$ cat src/rtl/change_dispenser_if.sv
// rtl/change_dispenser_if.sv - request/ack/status bundle between the vending controller, the dispenser and its mechanism
interface change_dispenser_if #(
    parameter int CNT_W = 4
);
    logic             can;
    logic [CNT_W-1:0] coin;
    logic             can_ack;
    logic             coin_ack;
    logic             jam_clr;
    logic             can_out;
    logic             coin_out;
    logic             busy;
    logic             done;
    logic             jam;
    logic             ovf;

    modport master (
        output can, coin, can_ack, coin_ack, jam_clr,
        input  can_out, coin_out, busy, done, jam, ovf
    );

    modport slave (
        input  can, coin, can_ack, coin_ack, jam_clr,
        output can_out, coin_out, busy, done, jam, ovf
    );
endinterface

$ cat src/rtl/change_dispenser.sv
// rtl/change_dispenser.sv - queues can/coin requests and ejects them one item at a time with ack handshake and jam timeout
module change_dispenser #(
    parameter int CNT_W   = 4,
    parameter int TIMEOUT = 16,
    parameter int TO_W    = $clog2(TIMEOUT + 1)
) (
    input  logic              clk,
    input  logic              rst,
    change_dispenser_if.slave bus
);
    typedef enum logic [2:0] {
        S_IDLE, S_CAN, S_COIN, S_GAP, S_DONE, S_JAM
    } state_t;

    localparam logic [CNT_W:0] COIN_MAX = {1'b0, {CNT_W{1'b1}}};
    localparam logic [TO_W-1:0] TMO_LAST = TO_W'(TIMEOUT - 1);

    state_t           state, state_nx;
    logic [TO_W-1:0]  tmo, tmo_nx;
    logic [1:0]       can_pend;
    logic [CNT_W-1:0] coin_pend;
    logic             can_dec, coin_dec;
    logic             ovf_q;
    logic [2:0]       can_sum;
    logic [CNT_W:0]   coin_sum;
    logic             can_sat, coin_sat;

    always_comb begin
        state_nx = state;
        tmo_nx   = tmo;
        can_dec  = 1'b0;
        coin_dec = 1'b0;
        case (state)
            S_IDLE: begin
                tmo_nx = '0;
                if (can_pend != 2'd0)        state_nx = S_CAN;
                else if (coin_pend != '0)    state_nx = S_COIN;
            end
            S_CAN: begin
                if (bus.can_ack) begin
                    can_dec  = 1'b1;
                    tmo_nx   = '0;
                    state_nx = S_GAP;
                end else if (tmo == TMO_LAST) begin
                    tmo_nx   = '0;
                    state_nx = S_JAM;
                end else begin
                    tmo_nx = tmo + 1'b1;
                end
            end
            S_COIN: begin
                if (bus.coin_ack) begin
                    coin_dec = 1'b1;
                    tmo_nx   = '0;
                    state_nx = S_GAP;
                end else if (tmo == TMO_LAST) begin
                    tmo_nx   = '0;
                    state_nx = S_JAM;
                end else begin
                    tmo_nx = tmo + 1'b1;
                end
            end
            S_GAP: begin
                tmo_nx = '0;
                if (can_pend != 2'd0)        state_nx = S_CAN;
                else if (coin_pend != '0)    state_nx = S_COIN;
                else                         state_nx = S_DONE;
            end
            S_DONE: state_nx = S_IDLE;
            S_JAM: begin
                tmo_nx = '0;
                if (bus.jam_clr) state_nx = S_IDLE;
            end
            default: state_nx = S_IDLE;
        endcase
    end

    // Decrements only happen in an eject state, which is only entered with a non-zero count, so no underflow.
    always_comb begin
        can_sum  = {1'b0, can_pend} + {2'b00, bus.can} - {2'b00, can_dec};
        coin_sum = {1'b0, coin_pend} + {1'b0, bus.coin} - {{CNT_W{1'b0}}, coin_dec};
        can_sat  = (can_sum > 3'd3);
        coin_sat = (coin_sum > COIN_MAX);
    end

    always_ff @(posedge clk or negedge rst) begin
        if (!rst) begin
            state     <= S_IDLE;
            tmo       <= '0;
            can_pend  <= 2'd0;
            coin_pend <= '0;
            ovf_q     <= 1'b0;
        end else begin
            state     <= state_nx;
            tmo       <= tmo_nx;
            can_pend  <= can_sat ? 2'd3 : can_sum[1:0];
            coin_pend <= coin_sat ? {CNT_W{1'b1}} : coin_sum[CNT_W-1:0];
            ovf_q     <= ovf_q | can_sat | coin_sat;
        end
    end

    assign bus.can_out  = (state == S_CAN);
    assign bus.coin_out = (state == S_COIN);
    assign bus.done     = (state == S_DONE);
    assign bus.jam      = (state == S_JAM);
    assign bus.busy     = (state != S_IDLE) || (can_pend != 2'd0) || (coin_pend != '0);
    assign bus.ovf      = ovf_q;
endmodule

$ cat src/flat_wrapper.sv
// flat-port wrapper written by rule: the top's interface ports become plain ports
module change_dispenser_flat 
#(
    parameter int CNT_W   = 4,
    parameter int TIMEOUT = 16,
    parameter int TO_W    = $clog2(TIMEOUT + 1)
)
  (clk, rst, bus_can, bus_coin, bus_can_ack, bus_coin_ack, bus_jam_clr, bus_can_out, bus_coin_out, bus_busy, bus_done, bus_jam, bus_ovf);
  change_dispenser_if #(.CNT_W(CNT_W)) bus_i ();
  input  logic clk;
  input  logic rst;
  input wire logic [$bits(bus_i.can)-1:0] bus_can;
  input wire logic [$bits(bus_i.coin)-1:0] bus_coin;
  input wire logic [$bits(bus_i.can_ack)-1:0] bus_can_ack;
  input wire logic [$bits(bus_i.coin_ack)-1:0] bus_coin_ack;
  input wire logic [$bits(bus_i.jam_clr)-1:0] bus_jam_clr;
  output wire logic [$bits(bus_i.can_out)-1:0] bus_can_out;
  output wire logic [$bits(bus_i.coin_out)-1:0] bus_coin_out;
  output wire logic [$bits(bus_i.busy)-1:0] bus_busy;
  output wire logic [$bits(bus_i.done)-1:0] bus_done;
  output wire logic [$bits(bus_i.jam)-1:0] bus_jam;
  output wire logic [$bits(bus_i.ovf)-1:0] bus_ovf;
  assign bus_i.can = bus_can;
  assign bus_i.coin = bus_coin;
  assign bus_i.can_ack = bus_can_ack;
  assign bus_i.coin_ack = bus_coin_ack;
  assign bus_i.jam_clr = bus_jam_clr;
  assign bus_can_out = bus_i.can_out;
  assign bus_coin_out = bus_i.coin_out;
  assign bus_busy = bus_i.busy;
  assign bus_done = bus_i.done;
  assign bus_jam = bus_i.jam;
  assign bus_ovf = bus_i.ovf;
  change_dispenser #(.CNT_W(CNT_W), .TIMEOUT(TIMEOUT), .TO_W(TO_W)) u_core (.clk(clk), .rst(rst), .bus(bus_i));
endmodule
$ cat config.mk
export PLATFORM = sky130hd
export DESIGN_NAME = change_dispenser_flat
export DESIGN_NICKNAME = d
export VERILOG_FILES = /design/src/rtl/change_dispenser_if.sv /design/src/rtl/change_dispenser.sv /design/src/flat_wrapper.sv
export SDC_FILE = /design/constraint.sdc
export NUM_CORES = 1
export LEC_CHECK = 0
export ABC_AREA = 1
export CORE_MARGIN = 10
export CORE_UTILIZATION = 50
export CTS_CLUSTER_DIAMETER = 50
export DETAILED_ROUTE_END_ITERATION = 8
export GPL_ROUTABILITY_DRIVEN = 1
export GPL_TIMING_DRIVEN = 0
export PLACE_DENSITY = 0.81
export SLEW_MARGIN = 0
export SYNTH_ARGS = -nofsm -noshare
export SYNTH_HDL_FRONTEND = slang
export SYNTH_SLANG_ARGS = --single-unit
$ cat constraint.sdc
create_clock -name clk -period 3.6 [get_ports clk]
set_input_delay 0.72 -clock clk [delete_from_list [all_inputs] [get_ports clk]]
set_output_delay 0.72 -clock clk [all_outputs]
set_load 0.01 [all_outputs]
# After elaboration in Yosys (flattened, before gate mapping)
# Cells that the tools add are included.
word_totals:
  reg_bits: 15
  in_bits: 10
  out_inout_bits: 6
  wordCells: 50
op_classes:
  addsub: 5
  magnitude_cmp: 2
  n_eq_ne: 8
  muxes: 19
  n_bitwise: 2
  reduce_logical: 9
ops:
  columns: ["cell", "count"]
  rows:
  - ["2-to-1 mux 3 bit", 8]
  - ["2-to-1 mux 5 bit", 3]
  - ["case mux 3 bit (5 select lines)", 1]
  - ["case mux 5 bit (3 select lines)", 1]
  - ["== test 3 x 2 -> 1 bit (second input constant)", 2]
  - ["== test 3 bit (second input constant)", 2]
  - ["nonzero test 3 bit", 2]
  - ["adder 4 x 4 -> 5 bit", 1]
  - ["adder 5 x 1 -> 5 bit (second input constant)", 1]
  - ["== test 5 x 4 -> 1 bit (second input constant)", 1]
  - ["greater-than comparator 5 x 4 -> 1 bit (second input constant)", 1]
  - ["subtractor 5 x 1 -> 5 bit", 1]
  - ["2-to-1 mux 1 bit", 4]
  - ["2-to-1 mux 4 bit", 1]
  - ["nonzero test 4 bit", 1]
  - ["adder 2 x 1 -> 3 bit", 1]
  - ["== test 3 x 1 -> 1 bit (second input constant)", 1]
  - ["greater-than comparator 3 x 2 -> 1 bit (second input constant)", 1]
  - ["zero test 3 bit", 1]
  - ["!= test 3 x 1 -> 1 bit (second input constant)", 1]
  - ["OR reduction 3 bit", 1]
  - ["subtractor 3 x 1 -> 3 bit", 1]
  - ["logical OR 1 bit", 2]
  - ["2-to-1 mux 2 bit", 1]
  - ["4 further kinds", 5]

# Depth between registers and ports, before layout
# Gate-level depths: netlist of the first run.
depth:
  depth_word: 6
  depth_mapped: 13
  mapped_depth_nobuf: 13

# Worst setup path after synthesis of the first run
# No wires, ideal clock.
synth_path:
  kind: "input -> register"
  from: "in bus_coin_ack"
  to: "reg u_core.coin_pend[3]"
  setup_ps: 130
  arrival_ps: 2168
  t_required_ps: 3470
  path_slack_ps: 1301
  cell_stages: 10
  path_buffers: 0
  cell_sequence: "nand2_4 inv_1 ha_1 inv_1 ha_1 fa_1 nand3_1 nand2_1 xnor2_1 nand2_1"
synth_via:
  elab_chain_cells: 5
synth_lines:
  columns: ["element", "line_no", "text"]
  rows:
  - ["start, declared", "flat_wrapper.sv:15", "input wire logic [$bits(bus_i.coin_ack)-1:0] bus_coin_ack;"]
  - ["2-to-1 mux 1 bit (*)", "change_dispenser.sv:52", "if (bus.coin_ack) begin"]
  - ["2-to-1 mux 1 bit (*)", "change_dispenser.sv:33", "case (state)"]
  - ["subtractor 5 x 1 -> 5 bit (*)", "change_dispenser.sv:81", "coin_sum = {1'b0, coin_pend} + {1'b0, bus.coin} - {{CNT_W{1'b0}}, coin_dec};"]
  - ["greater-than comparator 5 x 4 -> 1 bit", "change_dispenser.sv:83", "coin_sat = (coin_sum > COIN_MAX);"]
  - ["2-to-1 mux 4 bit (*)", "change_dispenser.sv:97", "coin_pend <= coin_sat ? {CNT_W{1'b1}} : coin_sum[CNT_W-1:0];"]
  - ["end signal, assigned", "change_dispenser.sv:97", null]
  - ["end, declared", "change_dispenser.sv:21", "logic [CNT_W-1:0] coin_pend;"]
# Every way passes the cells marked *; elsewhere a longest branch is shown, timed or not.
# A chain may end at the register's enable or synchronous reset.

# Worst setup path in the final report of the first run
layout_path:
  from: "in bus_coin_ack"
  to: "reg u_core.coin_pend[0]"
# The elaborated chain is that of the path after synthesis.

==> run summary, run 1 <==
Worst setup path
- u_core.coin_pend[0]$_DFF_PN0_ — Worst setup endpoint
- in2reg — Setup Crit Path Kind
- flip-flop — type of destination of the critical path
- sky130_fd_sc_hd__clkdlybuf4s50_1 — slowest cell on the critical path
- 5 — maximum fanout along the worst path
- 2.90 ns — arrival time of data at the critical path endpoint
- 1.04 ns — worst reg2reg setup slack
- 3.75 ns — data required time of the worst path
- u_core.coin_pend[0]$_DFF_PN0_ — Worst R2R End
- u_core.state[2]$_DFFE_PN0P_ — launching point of the worst reg2reg path
- 13 — depth of the worst register-to-register path
- 0.50 ns — max incr delay on CP
- primary input — launching element type of the critical path
- clkdlybuf4s50_1 > nand2_4 > inv_1 > ha_1 > inv_1 > ha_1 > fa_1 > nand3_1 > nand2_1 > xnor2_1 > nand2_1 — Cell Chain, Critical Path
- bus_coin_ack — startpoint of the most critical setup path

Clocking
- 15 — number of clock sinks seen by CTS
- sky130_fd_sc_hd__clkbuf_4 — root cell of the clock tree
- 0 — post-CTS setup buffers
- 0 — number of instances resized during post-cts repair
- 0 — number of hold buffers added after CTS
- 0.09 ns — Worst-path clk slew
- done — CTS tree
- 2 — largest buffer count on any clock path
- 1 — total number of H-tree levels
- 3 — number of buffers inserted during clock tree synthesis
- 0.29 ns — latest clock arrival within the worst-skew pair

Floorplanning
- 66.90 um — die boundary height
- 4476 sq um — total die area
- 16 — # IOs
- 16 — # rows
- 66.90 um — Die X
- 54.39% — starting density of the core
- 2022 sq um — Core Area

Routing
- 4 — number of detailed-routing iterations run before antenna repair
- 862 — vias after detailed routing
- 29 — number of DRC markers in iteration 0
- 2029 um — total wire length
- 0 — antenna-violating nets left
- met4 — uppermost layer routed
- 97 um — Routed met3 length
- 11.09 um — average wire length per cell after detail routing
- 906 um — detailed-routing wirelength on met1
- 4.710 — drt via density
- 959 um — met2 routed wirelength
- 0 — number of remaining DRC errors

STA
- 76.37% — crit share post-route
- 0.008525 ns — Fin Clk Skew
- 54.90% — worst slew slack as a fraction of its limit
- 0 — endpoints failing setup
- 0 ns — summed negative setup slack over all endpoints
- 2.749 ns — shortest period the worst path allows
- 0 — Final Max Slew Viols
- 0.6743 ns — slew at the pin closest to its max-slew limit
- 0.3637 GHz — f_max
- false — unrepaired setup endpoints after global routing
- 0.8507 ns — fin worst setup slack
- 0 — Hold Violations, Final

Synth
- 34.13% — sequential element share of the synthesized area
- 0% — fraction of synthesized area in multiplexers
- 26.62% — Synth Area in Simple Gates
- 0 — number of enable-type register cells in the synthesized netlist
- simple AND/OR/NAND/NOR gates — main combinational cell family by area after synthesis
- 7.053% — fraction of the mapped netlist area in compound gates
- 15 — total of flip-flops plus latches after synthesis
- 1100 sq um — post-synthesis cell area
- 34.13% — portion of synthesized cell area occupied by the leading cell type
- 24 — Netlist cell types
- 16.15% — area share of fa/ha/maj cells after synthesis
- 100.0% — Synth async-reset ratio
- sky130_fd_sc_hd__dfrtp_1 — top_reg_cell synth
- 137 — Synth Instances
- 0 — yosys warns
- 160 — number of nets in the synthesized netlist
- 3.982% — xor and xnor area share after synthesis
- sky130_fd_sc_hd__dfrtp_1 — leading area contributor after synthesis
- 8.028 sq um — mean cell area of the mapped netlist
- sky130_fd_sc_hd__dfrtp_1, sky130_fd_sc_hd__ha_1, sky130_fd_sc_hd__inv_1 — cells taking the most area after synthesis

Power and ir drop
- 0.2981 mV — maximum resistive drop on vdd
- 32.8% — Reg power frac
- 0.0004414 W — Internal Pwr Total
- 42.86% — share of total power consumed by net switching
- 12.7% — part of the total power dissipated in the clock network
- 54.6% — combinational fraction of design power
- 0.7082 nW — cell leakage power
- 0.0003311 W — switching power of the nets
- 0.0007724 W — Total Power Consumption
- 589.1 nW/um^2 — power density over cell area

Finish
- 64.85% — utilization after layout
- 1311 sq um — area of all placed cells without fillers
- 17.95% — fraction of final layout cells sized beyond drive strength 1
- 19.23% — Area Overhead vs Synth
- 0 — number of antenna cells inserted
- 180 — number of nets in the layout
- sky130_fd_sc_hd__inv_1, sky130_fd_sc_hd__nand2_1, sky130_fd_sc_hd__clkdlybuf4s50_1, sky130_fd_sc_hd__dfrtp_1, sky130_fd_sc_hd__ha_1 — commonest cells after routing, fill and taps aside
- sky130_fd_sc_hd__inv_1 — commonest non-fill, non-tap cell in the layout

Global route
- 9.834% — overall track demand over capacity in global routing
- 0 — total gr overflow
- 868 — number of global-route vias before repair
- 0 — antenna violations before repair
- 16 — pin count of the biggest net entering global routing
- 3436 um — global-route wire length before repair

Placement
- 15 — quantity of I/O buffers inserted on ports
- 1284 sq um — DP Area
- 1729 um — final HPWL from detailed placement
- 0.5422 ns — post-place setup slack
- 0.7471 — RePlAce Congestion

Hold path
- 2 — cell count of the worst hold path
- reg2reg — Hold/Removal Path Class

Run status
- complete, no violations — status

Run
- 0 — MaxCap Viol Count

==> metrics by stage <==
| stage | instances | hold slack [ns] |
|---|---|---|
| global route | 183 | 0.5282 |
| CTS | 183 | 0.4895 |
| detailed placement | 179 | 0.4690 |
| floorplan | 137 | 0.4244 |
| finish | 183 | 0.4881 |
| global placement | 179 | 0.4562 |
==> critical path: cells and delay by family <==
kind	cells	cell delay, ns
XOR/XNOR	1	0.34
buffers and inverters	3	0.58
AND/OR/NAND/NOR	4	0.38
adder cells (fa/ha/maj)	3	0.87
==> worst min path at each step <==
stage / start / to / slack [ns]
3_3_place_gp: u_core.bus.ovf$_DFF_PN0_ / u_core.bus.ovf$_DFF_PN0_ / 0.46
3_5_place_dp: u_core.bus.ovf$_DFF_PN0_ / u_core.bus.ovf$_DFF_PN0_ / 0.47
5_1_grt: u_core.bus.ovf$_DFF_PN0_ / u_core.bus.ovf$_DFF_PN0_ / 0.53
2_1_floorplan: rst / u_core.bus.ovf$_DFF_PN0_ / 0.42
4_1_cts: u_core.bus.ovf$_DFF_PN0_ / u_core.bus.ovf$_DFF_PN0_ / 0.49
6_report: u_core.bus.ovf$_DFF_PN0_ / u_core.bus.ovf$_DFF_PN0_ / 0.49
==> Yosys cell counts, types with 2 or more instances <==
cell type / count
sky130_fd_sc_hd__ha_1: 11
sky130_fd_sc_hd__nand3_1: 7
sky130_fd_sc_hd__nor2_1: 9
sky130_fd_sc_hd__a21oi_1: 5
sky130_fd_sc_hd__inv_4: 2
sky130_fd_sc_hd__nand2_1: 26
sky130_fd_sc_hd__nand2_2: 10
sky130_fd_sc_hd__inv_1: 29
sky130_fd_sc_hd__fa_1: 2
sky130_fd_sc_hd__xor2_1: 2
sky130_fd_sc_hd__or2_2: 2
sky130_fd_sc_hd__o21ai_2: 2
sky130_fd_sc_hd__dfrtp_1: 15
sky130_fd_sc_hd__inv_2: 3
sky130_fd_sc_hd__xnor2_1: 3
==> per-layer routing <==
| metal | GRT usage [%] | up-vias |
|---|---|---|
| li1 | - | 452 |
| met1 | 10.03 | 389 |
| met2 | 17.06 | 17 |
| met3 | 1.672 | 4 |
| met4 | 8.205 | 0 |
| met5 | 0 | - |
==> flip-flops by register name, indices dropped and copies added, names as in the netlist <==
signal	count
u_core.can_pend	2
u_core.state	3
u_core.bus.ovf	1
u_core.coin_pend	4
u_core.tmo	5
==> power groups by stage <==
stage | Clock (W) | Sequential (W) | Combinational [W]
after global routing | 0.000110 | 0.000258 | 0.000487
after CTS | 0.0000997 | 0.000254 | 0.000430
after detailed placement | 0 | 0.000257 | 0.000427
after global placement | 0 | 0.000255 | 0.000403
after floorplan | 0 | 0.000249 | 0.000328
final | 0.0000980 | 0.000253 | 0.000421
==> cell type report <==
type                       count  area [sq um]
clock inverter                 1         5.005
sequential                    15         375.4
multi-input combinational     88         591.8
fill                         172         710.7
tap                           27         33.78
timing repair buffer          15         150.1
inverter                      34         132.6
clock buffer                   3         22.52
==> kinds of logic (layout without fill, tap and decap cells) <==
family,Yosys count,count (layout)
flops,15,15
xor+xnor,5,5
fa+ha+maj,13,13
compound gates,11,11
simple gates,59,59
buf+inv,34,53
Note: power is estimated with default switching activity, not from simulation.
==> run 2, diff against run 1 <==
--- a/config.mk
+++ b/config.mk
@@ -7,12 +7,12 @@
 export LEC_CHECK = 0
 export ABC_AREA = 1
 export CORE_MARGIN = 10
-export CORE_UTILIZATION = 50
+export CORE_UTILIZATION = 48
 export CTS_CLUSTER_DIAMETER = 50
 export DETAILED_ROUTE_END_ITERATION = 8
 export GPL_ROUTABILITY_DRIVEN = 1
 export GPL_TIMING_DRIVEN = 0
-export PLACE_DENSITY = 0.81
+export PLACE_DENSITY = 0.82
 export SLEW_MARGIN = 0
 export SYNTH_ARGS = -nofsm -noshare
 export SYNTH_HDL_FRONTEND = slang
==> constraint.sdc (replaced) <==
create_clock -name clk -period 2.3 [get_ports clk]
set_input_delay 0.46 -clock clk [delete_from_list [all_inputs] [get_ports clk]]
set_output_delay 0.46 -clock clk [all_outputs]
set_load 0.01 [all_outputs]
==> run summary, run 2 (synthesis gave the netlist of run 1 again) <==
Clocking
- 0.08 ns — Worst-path clk slew
- 2 — largest buffer count on any clock path
- 3 — number of buffers inserted during clock tree synthesis
- 1 — total number of H-tree levels
- done — CTS tree
- 15 — number of clock sinks seen by CTS
- 0.28 ns — latest clock arrival within the worst-skew pair
- sky130_fd_sc_hd__clkbuf_4 — root cell of the clock tree
- 0 — number of hold buffers added after CTS

Finish
- u_core.tmo x5, u_core.coin_pend x4, u_core.state x3 — biggest registers after layout
- 1366 sq um — area of all placed cells without fillers
- sky130_fd_sc_hd__inv_1, sky130_fd_sc_hd__nand2_1, sky130_fd_sc_hd__clkdlybuf4s50_1 — commonest cells after routing, fill and taps aside
- u_core.tmo — register name with the most flops
- 184 — number of nets in the layout
- 0 — number of antenna cells inserted
- 62.36% — utilization after layout
- sky130_fd_sc_hd__inv_1 — commonest non-fill, non-tap cell in the layout
- 24.23% — Area Overhead vs Synth
- 5 — max FFs per register
- 188 — filler-free cell count of the finished design
- 24.38% — fraction of final layout cells sized beyond drive strength 1

Routing
- 4 — number of detailed-routing iterations run before antenna repair
- 2119 um — total wire length
- 0 — number of remaining DRC errors
- 4.872 — drt via density
- 0 — antenna-violating nets left
- 916 — vias after detailed routing
- 49 — number of DRC markers in iteration 0
- 11.27 um — average wire length per cell after detail routing

Worst setup path
- u_core.state[0]$_DFFE_PN0P_ — launching point of the worst reg2reg path
- adder cells — cell family contributing the most delay on the critical path
- 3 — maximum fanout along the worst path
- sky130_fd_sc_hd__clkdlybuf4s50_1 — slowest cell on the critical path
- bus_can_ack — startpoint of the most critical setup path
- primary input — launching element type of the critical path
- in2reg — Setup Crit Path Kind
- 2.47 ns — data required time of the worst path
- 2.38 ns — arrival time of data at the critical path endpoint
- 3 — Buffers & Inverters on Critical Path
- clkdlybuf4s50_1 > nand2_2 > inv_1 > ha_1 > inv_1 > ha_1 > fa_1 > xnor2_1 > or2_2 — Cell Chain, Critical Path
- 0.44 ns — max incr delay on CP
- flip-flop — type of destination of the critical path

Power and ir drop
- 0.7278 nW — cell leakage power
- 0.4685 mV — maximum resistive drop on vdd
- 939.8 nW/um^2 — power density over cell area

STA
- 0.002825 ns — Fin Clk Skew
- 0.09225 ns — fin worst setup slack
- 0.4530 GHz — f_max
- 0 — endpoints failing setup
- 0.6764 ns — slew at the pin closest to its max-slew limit
- 0.4761 ns — worst hold slack across all endpoints
- 2.208 ns — shortest period the worst path allows
- 0 — Final Max Slew Viols
- 95.99% — crit share post-route
- 0 — Hold Violations, Final
- 54.77% — worst slew slack as a fraction of its limit

Floorplanning
- 67.87 um — Die X
- 17 — # rows
- 2191 sq um — Core Area
- 16 — # IOs
- 50.20% — starting density of the core
- 4606 sq um — total die area
- 67.87 um — die boundary height

Global route
- 3767 um — global-route wire length before repair
- 0 — total gr overflow
- 945 — number of global-route vias before repair
- 16 — pin count of the biggest net entering global routing
- 10.45% — overall track demand over capacity in global routing
- 0 — antenna violations before repair

Hold path
- reg2reg — Hold/Removal Path Class
- u_core.bus.ovf$_DFF_PN0_ — startpoint of the worst hold path

Placement
- 15 — quantity of I/O buffers inserted on ports
- 180 — number of cells after detailed placement
- 1285 sq um — DP Area
- 1748 um — final HPWL from detailed placement
- 0.7831 — RePlAce Congestion
- -0.5450 ns — post-place setup slack

Run status
- complete, no violations — status

Run
- 0 — MaxCap Viol Count

-- run 2: cell types whose count changed in the layout (fill, tap and decap cells not counted), sizes merged --
cell           delta
buf               +4
clkdlybuf4s50     -2
clkbuf            +1
clkinv            -1
dlygate4sd2       +1
dlymetal6s2s      +1
-- run 2: per-stage QoR --
step                power [W]  setup TNS [ns]
floorplan           0.0009027               0
global placement     0.001027          -2.722
detailed placement   0.001077          -3.062
CTS                  0.001259               0
global route         0.001417        -0.02668
finish               0.001284               0
-- run 2: layer usage --
metal	track usage [%]	wire, um
met5	0	0
met4	7.538	80
met3	2.121	136
met2	18.31	1046
met1	10.92	856
-- run 2: area by class of cell --
class | instances | area (sq um)
Fill cell | 190 | 824.5
Multi-Input combinational cell | 88 | 611.8
Sequential cell | 15 | 379.1
Timing Repair Buffer | 19 | 181.4
Inverter | 34 | 132.6
Tap cell | 28 | 35.03
Clock buffer | 4 | 26.28
-- run 2: worst min-delay path, stage by stage, from the launching register on --
cell                      delay, ns
sky130_fd_sc_hd__dfrtp_1       0.35
sky130_fd_sc_hd__nor2_1        0.05
sky130_fd_sc_hd__nand2_1       0.04
-- run 2: worst paths after layout --
check / to / slack [ns] / cells after the start
hold / removal: u_core.bus.ovf$_DFF_PN0_ / 0.48 / 2
setup reg to reg: u_core.coin_pend[1]$_DFF_PN0_ / 0.10 / 13
setup / recovery: u_core.can_pend[1]$_DFF_PN0_ / 0.09 / 9
max in group asynchronous: u_core.state[1]$_DFFE_PN0P_ / 1.24 / 1
min in group asynchronous: u_core.coin_pend[1]$_DFF_PN0_ / 0.59 / 1
hold reg to reg: u_core.bus.ovf$_DFF_PN0_ / 0.48 / 2
-- run 2: timing repair --
item                       4_1_cts  5_1_grt
resized for setup                6        5
pin swaps                        1        3
setup buffers                    2        2
setup endpoints to repair        7        8
-- run 2: report_power, final --
| part | leakage (nW) | internal, W | total [W] | switching, W |
|---|---|---|---|---|
| combinational | 0.542 | 0.000336 | 0.000742 | 0.000406 |
| sequential | 0.171 | 0.000338 | 0.000396 | 0.0000579 |
| clock | 0.0150 | 0.0000673 | 0.000146 | 0.0000789 |
==> run 3, diff against run 2 <==
--- a/config.mk
+++ b/config.mk
@@ -5,14 +5,14 @@
 export SDC_FILE = /design/constraint.sdc
 export NUM_CORES = 1
 export LEC_CHECK = 0
-export ABC_AREA = 1
+export ABC_AREA = 0
 export CORE_MARGIN = 10
 export CORE_UTILIZATION = 48
 export CTS_CLUSTER_DIAMETER = 50
 export DETAILED_ROUTE_END_ITERATION = 8
 export GPL_ROUTABILITY_DRIVEN = 1
 export GPL_TIMING_DRIVEN = 0
-export PLACE_DENSITY = 0.82
+export PLACE_DENSITY = 0.81
 export SLEW_MARGIN = 0
 export SYNTH_ARGS = -nofsm -noshare
 export SYNTH_HDL_FRONTEND = slang
==> run summary, run 3 <==
Run status
- complete, no violations — status

Routing
- 5.495 — drt via density
- 4 — number of detailed-routing iterations run before antenna repair
- 14.82 um — average wire length per cell after detail routing
- 66 — number of DRC markers in iteration 0
- 0 — number of remaining DRC errors
- 1329 um — met2 routed wirelength
- 2698 um — total wire length
- 193 um — Routed met3 length
- 0 — antenna-violating nets left
- met4 — uppermost layer routed
- 1121 um — detailed-routing wirelength on met1
- 1000 — vias after detailed routing

STA
- 2.257 ns — shortest period the worst path allows
- 0 — endpoints failing setup
- 0.7344 ns — slew at the pin closest to its max-slew limit
- 50.89% — worst slew slack as a fraction of its limit
- 98.11% — crit share post-route
- 0.4432 GHz — f_max
- 0.5214 ns — worst hold slack across all endpoints
- 0 — Hold Violations, Final
- 0.001164 ns — Fin Clk Skew
- 0 — Final Max Slew Viols

Synth
- 0 — number of enable-type register cells in the synthesized netlist
- 9.293 sq um — mean cell area of the mapped netlist
- 100.0% — Synth async-reset ratio
- 147 — number of nets in the synthesized netlist
- 15 — total of flip-flops plus latches after synthesis
- 32.57% — sequential element share of the synthesized area
- sky130_fd_sc_hd__dfrtp_1 — leading area contributor after synthesis
- 32.57% — portion of synthesized cell area occupied by the leading cell type
- 41 — Netlist cell types
- sky130_fd_sc_hd__dfrtp_1, sky130_fd_sc_hd__ha_1, sky130_fd_sc_hd__inv_1 — cells taking the most area after synthesis
- 1152 sq um — post-synthesis cell area
- sky130_fd_sc_hd__dfrtp_1 — top_reg_cell synth
- sky130_fd_sc_hd__inv_1 — most repeated cell in the gate-level netlist after synthesis
- 0 — yosys warns
- 124 — Synth Instances
- sky130_fd_sc_hd__inv_1, sky130_fd_sc_hd__dfrtp_1, sky130_fd_sc_hd__ha_1, sky130_fd_sc_hd__nand3_1, sky130_fd_sc_hd__o21ai_1 — synth cell count leaders

Floorplanning
- 17 — # rows
- 69.00 um — die boundary height
- 69.00 um — Die X
- 4760 sq um — total die area
- 51.11% — starting density of the core
- 16 — # IOs
- 2255 sq um — Core Area

Global route
- 0 — total gr overflow
- 0 — antenna violations before repair
- 903 — number of global-route vias before repair
- 16 — pin count of the biggest net entering global routing
- 4071 um — global-route wire length before repair
- 11.32% — overall track demand over capacity in global routing

Placement
- 1341 sq um — DP Area
- 0.8513 — RePlAce Congestion
- 1808 um — final HPWL from detailed placement
- 15 — quantity of I/O buffers inserted on ports

Finish
- 5 — max FFs per register
- u_core.tmo — register name with the most flops
- sky130_fd_sc_hd__inv_1, sky130_fd_sc_hd__clkdlybuf4s50_1, sky130_fd_sc_hd__dfrtp_1 — commonest cells after routing, fill and taps aside
- sky130_fd_sc_hd__inv_1 — commonest non-fill, non-tap cell in the layout
- 178 — number of nets in the layout
- 175 — fillcell total
- 1572 sq um — area of all placed cells without fillers
- 375.4 sq um — Register Area
- 0 — number of antenna cells inserted
- u_core.tmo x5, u_core.coin_pend x4, u_core.state x3 — biggest registers after layout
- 27.27% — fraction of final layout cells sized beyond drive strength 1
- 36.37% — Area Overhead vs Synth
- 757.0 sq um — multi-input logic area

Power and ir drop
- 0.7158 nW — cell leakage power
- 758.8 nW/um^2 — power density over cell area
- 0.6537 mV — maximum resistive drop on vdd

Clocking
- 15 — number of clock sinks seen by CTS
- 1 — total number of H-tree levels
- 2 — largest buffer count on any clock path
- 0.30 ns — latest clock arrival within the worst-skew pair
- sky130_fd_sc_hd__clkbuf_4 — root cell of the clock tree
- 0 — number of hold buffers added after CTS
- done — CTS tree
- 3 — number of buffers inserted during clock tree synthesis
- 0.10 ns — Worst-path clk slew

Worst setup path
- reg2reg — Setup Crit Path Kind
- flip-flop — type of destination of the critical path
- 5 — maximum fanout along the worst path
- 2.44 ns — arrival time of data at the critical path endpoint
- flip-flop — launching element type of the critical path
- 2.49 ns — data required time of the worst path

Run
- 0 — MaxCap Viol Count

Hold path
- reg2reg — Hold/Removal Path Class

-- run 3: cell count changes after synthesis, moves of 3 or more --
cell,previous run,this run
sky130_fd_sc_hd__nand2_1,26,4
sky130_fd_sc_hd__nand2_2,10,0
sky130_fd_sc_hd__inv_1,29,20
sky130_fd_sc_hd__o21ai_1,0,6
sky130_fd_sc_hd__nand2b_1,0,5
sky130_fd_sc_hd__nor2_1,9,5
sky130_fd_sc_hd__nand3_1,7,10
sky130_fd_sc_hd__nor2b_1,0,3
-- run 3: layout make-up --
| cell class | instances | area share, % |
|---|---|---|
| Clock buffer | 3 | 1.433 |
| Inverter | 21 | 5.016 |
| Timing Repair Buffer | 26 | 14.81 |
| Clock inverter | 1 | 0.4777 |
| Multi-Input combinational cell | 83 | 48.17 |
| Tap cell | 28 | 2.229 |
| Buffer | 5 | 3.981 |
| Sequential cell | 15 | 23.89 |
-- run 3: timing repair --
action,4_1_cts,5_1_grt
setup buffers,3,8
setup endpoints to repair,6,8
pin swaps,1,6
resized for setup,9,16
-- run 3: cells by family (layout without fill, tap and decap cells) --
group	after synthesis	count (layout)	synth area share (%)
simple gates	41	41	24.32
compound gates	27	27	15.96
buf+inv	26	56	10.21
flops	15	15	32.57
fa+ha+maj	13	13	15.42
xor+xnor	2	2	1.520
-- run 3: worst paths after layout --
path,from,to,slack [ns],cells after the start
max in group asynchronous,rst,u_core.coin_pend[3]$_DFF_PN0_,1.26,1
min in group asynchronous,rst,u_core.tmo[3]$_DFFE_PN0P_,0.58,1
setup reg to reg,u_core.state[1]$_DFFE_PN0P_,u_core.coin_pend[3]$_DFF_PN0_,0.04,10
hold / removal,u_core.bus.ovf$_DFF_PN0_,u_core.bus.ovf$_DFF_PN0_,0.52,2
setup / recovery,u_core.state[1]$_DFFE_PN0P_,u_core.coin_pend[3]$_DFF_PN0_,0.04,10
hold reg to reg,u_core.bus.ovf$_DFF_PN0_,u_core.bus.ovf$_DFF_PN0_,0.52,2
-- run 3: where the power goes --
part	internal, W	switching [W]
sequential	0.000316	0.0000625
clock	0.0000665	0.000103
combinational	0.000332	0.000312
total	0.000714	0.000478
-- run 3: layer usage --
metal | vias up | GRT usage [%]
met4 | 0 | 5.172
met1 | 478 | 13.02
met2 | 29 | 18.49
li1 | 486 | -
met5 | - | 0
met3 | 7 | 3.865
-- run 3: critical path, cell delays in order (launching register included) --
cell,delay (ns)
sky130_fd_sc_hd__dfrtp_1,0.40
sky130_fd_sc_hd__buf_6,0.14
sky130_fd_sc_hd__nor3b_4,0.15
sky130_fd_sc_hd__and2_4,0.17
sky130_fd_sc_hd__ha_4,0.25
sky130_fd_sc_hd__inv_2,0.04
sky130_fd_sc_hd__ha_4,0.15
sky130_fd_sc_hd__fa_2,0.35
sky130_fd_sc_hd__nand3_2,0.11
sky130_fd_sc_hd__and3b_2,0.27
sky130_fd_sc_hd__o22ai_2,0.11
-- run 3: per-stage QoR --
stage | setup WS (ns) | cells | utilization [%] | power (W) | TNS, ns
after floorplan | 0.01102 | 124 | - | 0.0007207 | 0
after global placement | -0.3656 | 167 | 59.49 | 0.0008236 | -2.056
after detailed placement | -0.3962 | 167 | 59.49 | 0.0008407 | -2.292
after CTS | 0.006511 | 174 | 63.21 | 0.001073 | 0
after global routing | -0.04486 | 182 | 69.70 | 0.001295 | -0.04486
final | 0.04350 | 182 | 69.70 | 0.001193 | 0
==> RTL edit 1: new RTL, settings of run 3 <==
`CNT_W` is set to 4 in 3 places; all go to 3.
--- a/src/rtl/change_dispenser_if.sv
+++ b/src/rtl/change_dispenser_if.sv
@@ -1,6 +1,6 @@
 // rtl/change_dispenser_if.sv - request/ack/status bundle between the vending controller, the dispenser and its mechanism
 interface change_dispenser_if #(
-    parameter int CNT_W = 4
+    parameter int CNT_W = 3
 );
     logic             can;
     logic [CNT_W-1:0] coin;
--- a/src/rtl/change_dispenser.sv
+++ b/src/rtl/change_dispenser.sv
@@ -1,6 +1,6 @@
 // rtl/change_dispenser.sv - queues can/coin requests and ejects them one item at a time with ack handshake and jam timeout
 module change_dispenser #(
-    parameter int CNT_W   = 4,
+    parameter int CNT_W   = 3,
     parameter int TIMEOUT = 16,
     parameter int TO_W    = $clog2(TIMEOUT + 1)
 ) (
--- a/src/flat_wrapper.sv
+++ b/src/flat_wrapper.sv
@@ -1,7 +1,7 @@
 // flat-port wrapper written by rule: the top's interface ports become plain ports
 module change_dispenser_flat 
 #(
-    parameter int CNT_W   = 4,
+    parameter int CNT_W   = 3,
     parameter int TIMEOUT = 16,
     parameter int TO_W    = $clog2(TIMEOUT + 1)
 )
Ports: changed (resized bus_coin); port bits go from 16 to 15. The function was not compared with the original's and may differ.
==> RTL edit 1 against run 3 <==
Sequential cell count down 1; synthesized area fell by 18%; hold slack worse by 0.043 ns; clock power grew 3%; cell area down 25%; cell count is 20% lower; power down 8.1%; combinational power down 14%; non-clock buffer count decreased by 14; routed wire length fell by 29%; setup slack gained 0.041 ns; largest power group unchanged.
==> RTL edit 1: results (changes against run 3) <==
dpl_cell_area_um2: 1112  # -17%
wl_met3_um: 53  # -73%
relSlewSlack_pct: 57.77  # +6.9 points
post_cts.repair.setup_buffers: 0  # -3
crit_arrival_ns: 1.76  # -0.68 ns
reg2reg_to: "u_core.bus.ovf"
synthTopCellsByCount: "15 x inv_1, 14 x dfrtp_1, 9 x ha_1, 9 x nor2_1, 6 x nand2_1"
critical_path.max_fanout: 9  # +4
wl_met2_um: 936  # -30%
rrSetupSlack_ns: 0.13  # +0.09 ns
whs_path_depth: 1  # -1
r2r_start: "u_core.state[0]"
run_status: "finished, final reports clean"
peakVddDrop_uv: 581.1  # -11%
cp_slowest_stage_delay_ns: 0.37  # -0.03 ns
place_ws_ns: -0.2508  # +0.1454 ns
wl_met1_um: 908  # -19%
yosys-top-cells-area: "dfrtp_1 37%, ha_1 12%, inv_1 6.0%, fa_1 4.3%, nor2_1 3.6%"
worst_clock_skew_ns: 0.003895  # +0.002731 ns
grt_pass1_wl_um: 3374  # -17%
grt_max_degree: 15  # -1
reg_top3: "u_core.tmo x5, u_core.coin_pend x3, u_core.state x3"
use_met3_pct: 1.568  # -2.3 points
grtUsageMet1_pct: 12.28  # -0.75 points
port_buffers: 14  # -1
leakagePower_nw: 0.5516  # -23%
grt_pass1_vias: 777  # -14%
syn-instance-count: 101  # -19%
RTL edit 1: changes by cell type in the layout (fill, tap and decap cells not counted), moves of 3 or more:
cell | run 3 | this run
buf_4 | 11 | 1
buf_6 | 3 | 0
clkdlybuf4s50_1 | 15 | 12
inv_1 | 19 | 15
nand3_1 | 9 | 4
nand3b_1 | 0 | 3
nor2_1 | 5 | 8
o21ai_1 | 5 | 1
RTL edit 1: cell families after synthesis:
kind of cell / Yosys count / share of synthesized area (%)
simple gates: 41 / 23.67
buf+inv: 17 / 7.047
compound gates: 15 / 13.03
flops: 14 / 37.23
fa+ha+maj: 11 / 16.22
xor+xnor: 3 / 2.793
RTL edit 1: where the power goes:
| part | switching, mW | total [mW] | internal (mW) |
|---|---|---|---|
| Combinational | 0.285 | 0.551 | 0.266 |
| Clock | 0.0785 | 0.175 | 0.0962 |
| Sequential | 0.0581 | 0.369 | 0.311 |
RTL edit 1: worst max-delay path: cells and delay by family, from the launching register on:
| kind | cells | cell delay [ns] |
|---|---|---|
| buf+inv | 2 | 0.48 |
| simple gates | 2 | 0.63 |
| flops | 1 | 0.37 |
RTL edit 1: stage by stage:
| stage | setup TNS, ns | hold slack [ns] |
|---|---|---|
| finish | 0 | 0.4782 |
| detailed placement | -1.193 | 0.4618 |
| global route | -0.007397 | 0.5021 |
| global placement | -1.090 | 0.4544 |
| floorplan | 0 | 0.1644 |
| CTS | 0 | 0.4836 |
RTL edit 1: cell type report:
class | count | area [µm²]
plain buffers | 2 | 12.51
clock buffers | 4 | 36.28
fillers | 144 | 596.8
inverters | 15 | 56.30
multi-input cells | 70 | 549.3
flip-flops and latches | 14 | 351.6
well taps | 25 | 31.28
repair buffers | 15 | 148.9
==> RTL edit 2: new RTL, flow settings as in run 3 <==
Made on the original files. Make the reset (`rst`) synchronous in one clocked block.
--- a/src/rtl/change_dispenser.sv
+++ b/src/rtl/change_dispenser.sv
@@ -83,7 +83,7 @@
         coin_sat = (coin_sum > COIN_MAX);
     end
 
-    always_ff @(posedge clk or negedge rst) begin
+    always_ff @(posedge clk) begin
         if (!rst) begin
             state     <= S_IDLE;
             tmo       <= '0;
Behaviour: differs if rst is asserted again (counterexample within 4 cycles, from zero or initial values and one cycle with rst low); with rst held inactive, the same outputs for 10 cycles.
==> RTL edit 2 against run 3 <==
The run now ends with setup timing left; cell area shrank 12%; combinational power grew 79%; cell count decreased by 2.2%; sequential share of layout area shrank 1.7 points; clock skew up 0.0027 ns; setup slack worse by 0.15 ns; synthesized area decreased by 9.3%; sequential cell count did not move; routed wire length down 11%; global-route usage down 0.88 points; power grew 45%; first-iteration DRC count increased by 3.0%; largest power group unchanged.
==> RTL edit 2: results (changes against run 3) <==
use_met3_pct: 2.174  # -1.7 points
leakagePower_nw: 0.5889  # -18%
num-fill-cells: 158  # -9.7%
worst_slack_ns: -0.1045  # -0.1480 ns
muxShareOfSynthArea_pct: 1.916  # +1.9 points
multi_input_area_share_pct: 51.18  # +3.0 points
finalSetupViolCount: 4  # +4
swShare_pct: 40.24  # +0.12 points
yosys-top-cells-area: "dfxtp_1 29%, ha_1 13%, inv_1 6.8%, nor2_1 4.3%, a21oi_1 3.8%"
synth_ff_type: "dfxtp_1"
port_buffers: 14  # -1
critical_path.max_fanout: 4  # -1
whs_ns: 0.4486  # -0.07280 ns
grt_use_met2_pct: 16.23  # -2.3 points
track_usage_pct: 10.44  # -0.88 points
grt_pass1_wl_um: 3712  # -8.8%
run_status: "complete, but fails checks"
synth_cell_types: 40  # -2.4%
finalSetupTns_ns: -0.3921  # -0.3921 ns
yosysTopAreaCellShare_pct: 28.74  # -3.8 points
buffer_area_share_pct: 16.70  # -2.1 points
worst_clock_skew_ns: 0.003834  # +0.002670 ns
failed_checks: "setup timing"
grtUsageMet1_pct: 13.06  # +0.033 points
place_ws_ns: -0.6010  # -0.2048 ns
routabilityCongestion: 0.8446  # -0.79%
num-nonclk-buffers: 27  # -13%
syn_nets: 148  # +0.68%
synth-compound-area-share_pct: 18.44  # +2.5 points
async_reset_ff_share_pct: 0  # -100 points
wl_met2_um: 1068  # -20%
wl_met1_um: 1122  # about the same
nMultiInputCombCells: 85  # +2.4%
synth-xor-area-share_pct: 3.353  # +1.8 points
crit_arrival_ns: 2.59  # +0.15 ns
clkPwrFrac_pct: 9.0  # -5.3 points
inv_count: 20  # -4.8%
pg_clk_uw: 155  # -9%
seq_share_pct: 22.23  # -1.7 points
wl_um: 2404  # -11%
crit_path_end: "u_core.coin_pend[0]"
-- RTL edit 2: cell types whose count changed in the layout (fill, tap and decap cells not counted), moves of 3 or more --
| cell | delta |
|---|---|
| a21oi_1 | +4 |
| dfrtp_1 | -15 |
| dfxtp_1 | +12 |
| nand2b_1 | -4 |
| nand3_1 | -6 |
| nor2_1 | +7 |
| o21a_1 | +4 |
| o21ai_1 | -3 |
-- RTL edit 2: repair_timing --
item / 4_1_cts / 5_1_grt
buffers inserted: 2 / 7
gates resized for setup: 2 / 10
pin swaps: 3 / 11
setup endpoints to repair: 5 / 8
-- RTL edit 2: metrics by stage --
stage / util [%] / cell area (µm²) / std cells
3_3_place_gp: 62.07 / 1255 / 166
2_1_floorplan: - / 1081 / 125
5_1_grt: 68.19 / 1379 / 178
4_1_cts: 64.23 / 1299 / 172
3_5_place_dp: 62.07 / 1255 / 166
6_report: 68.19 / 1379 / 178
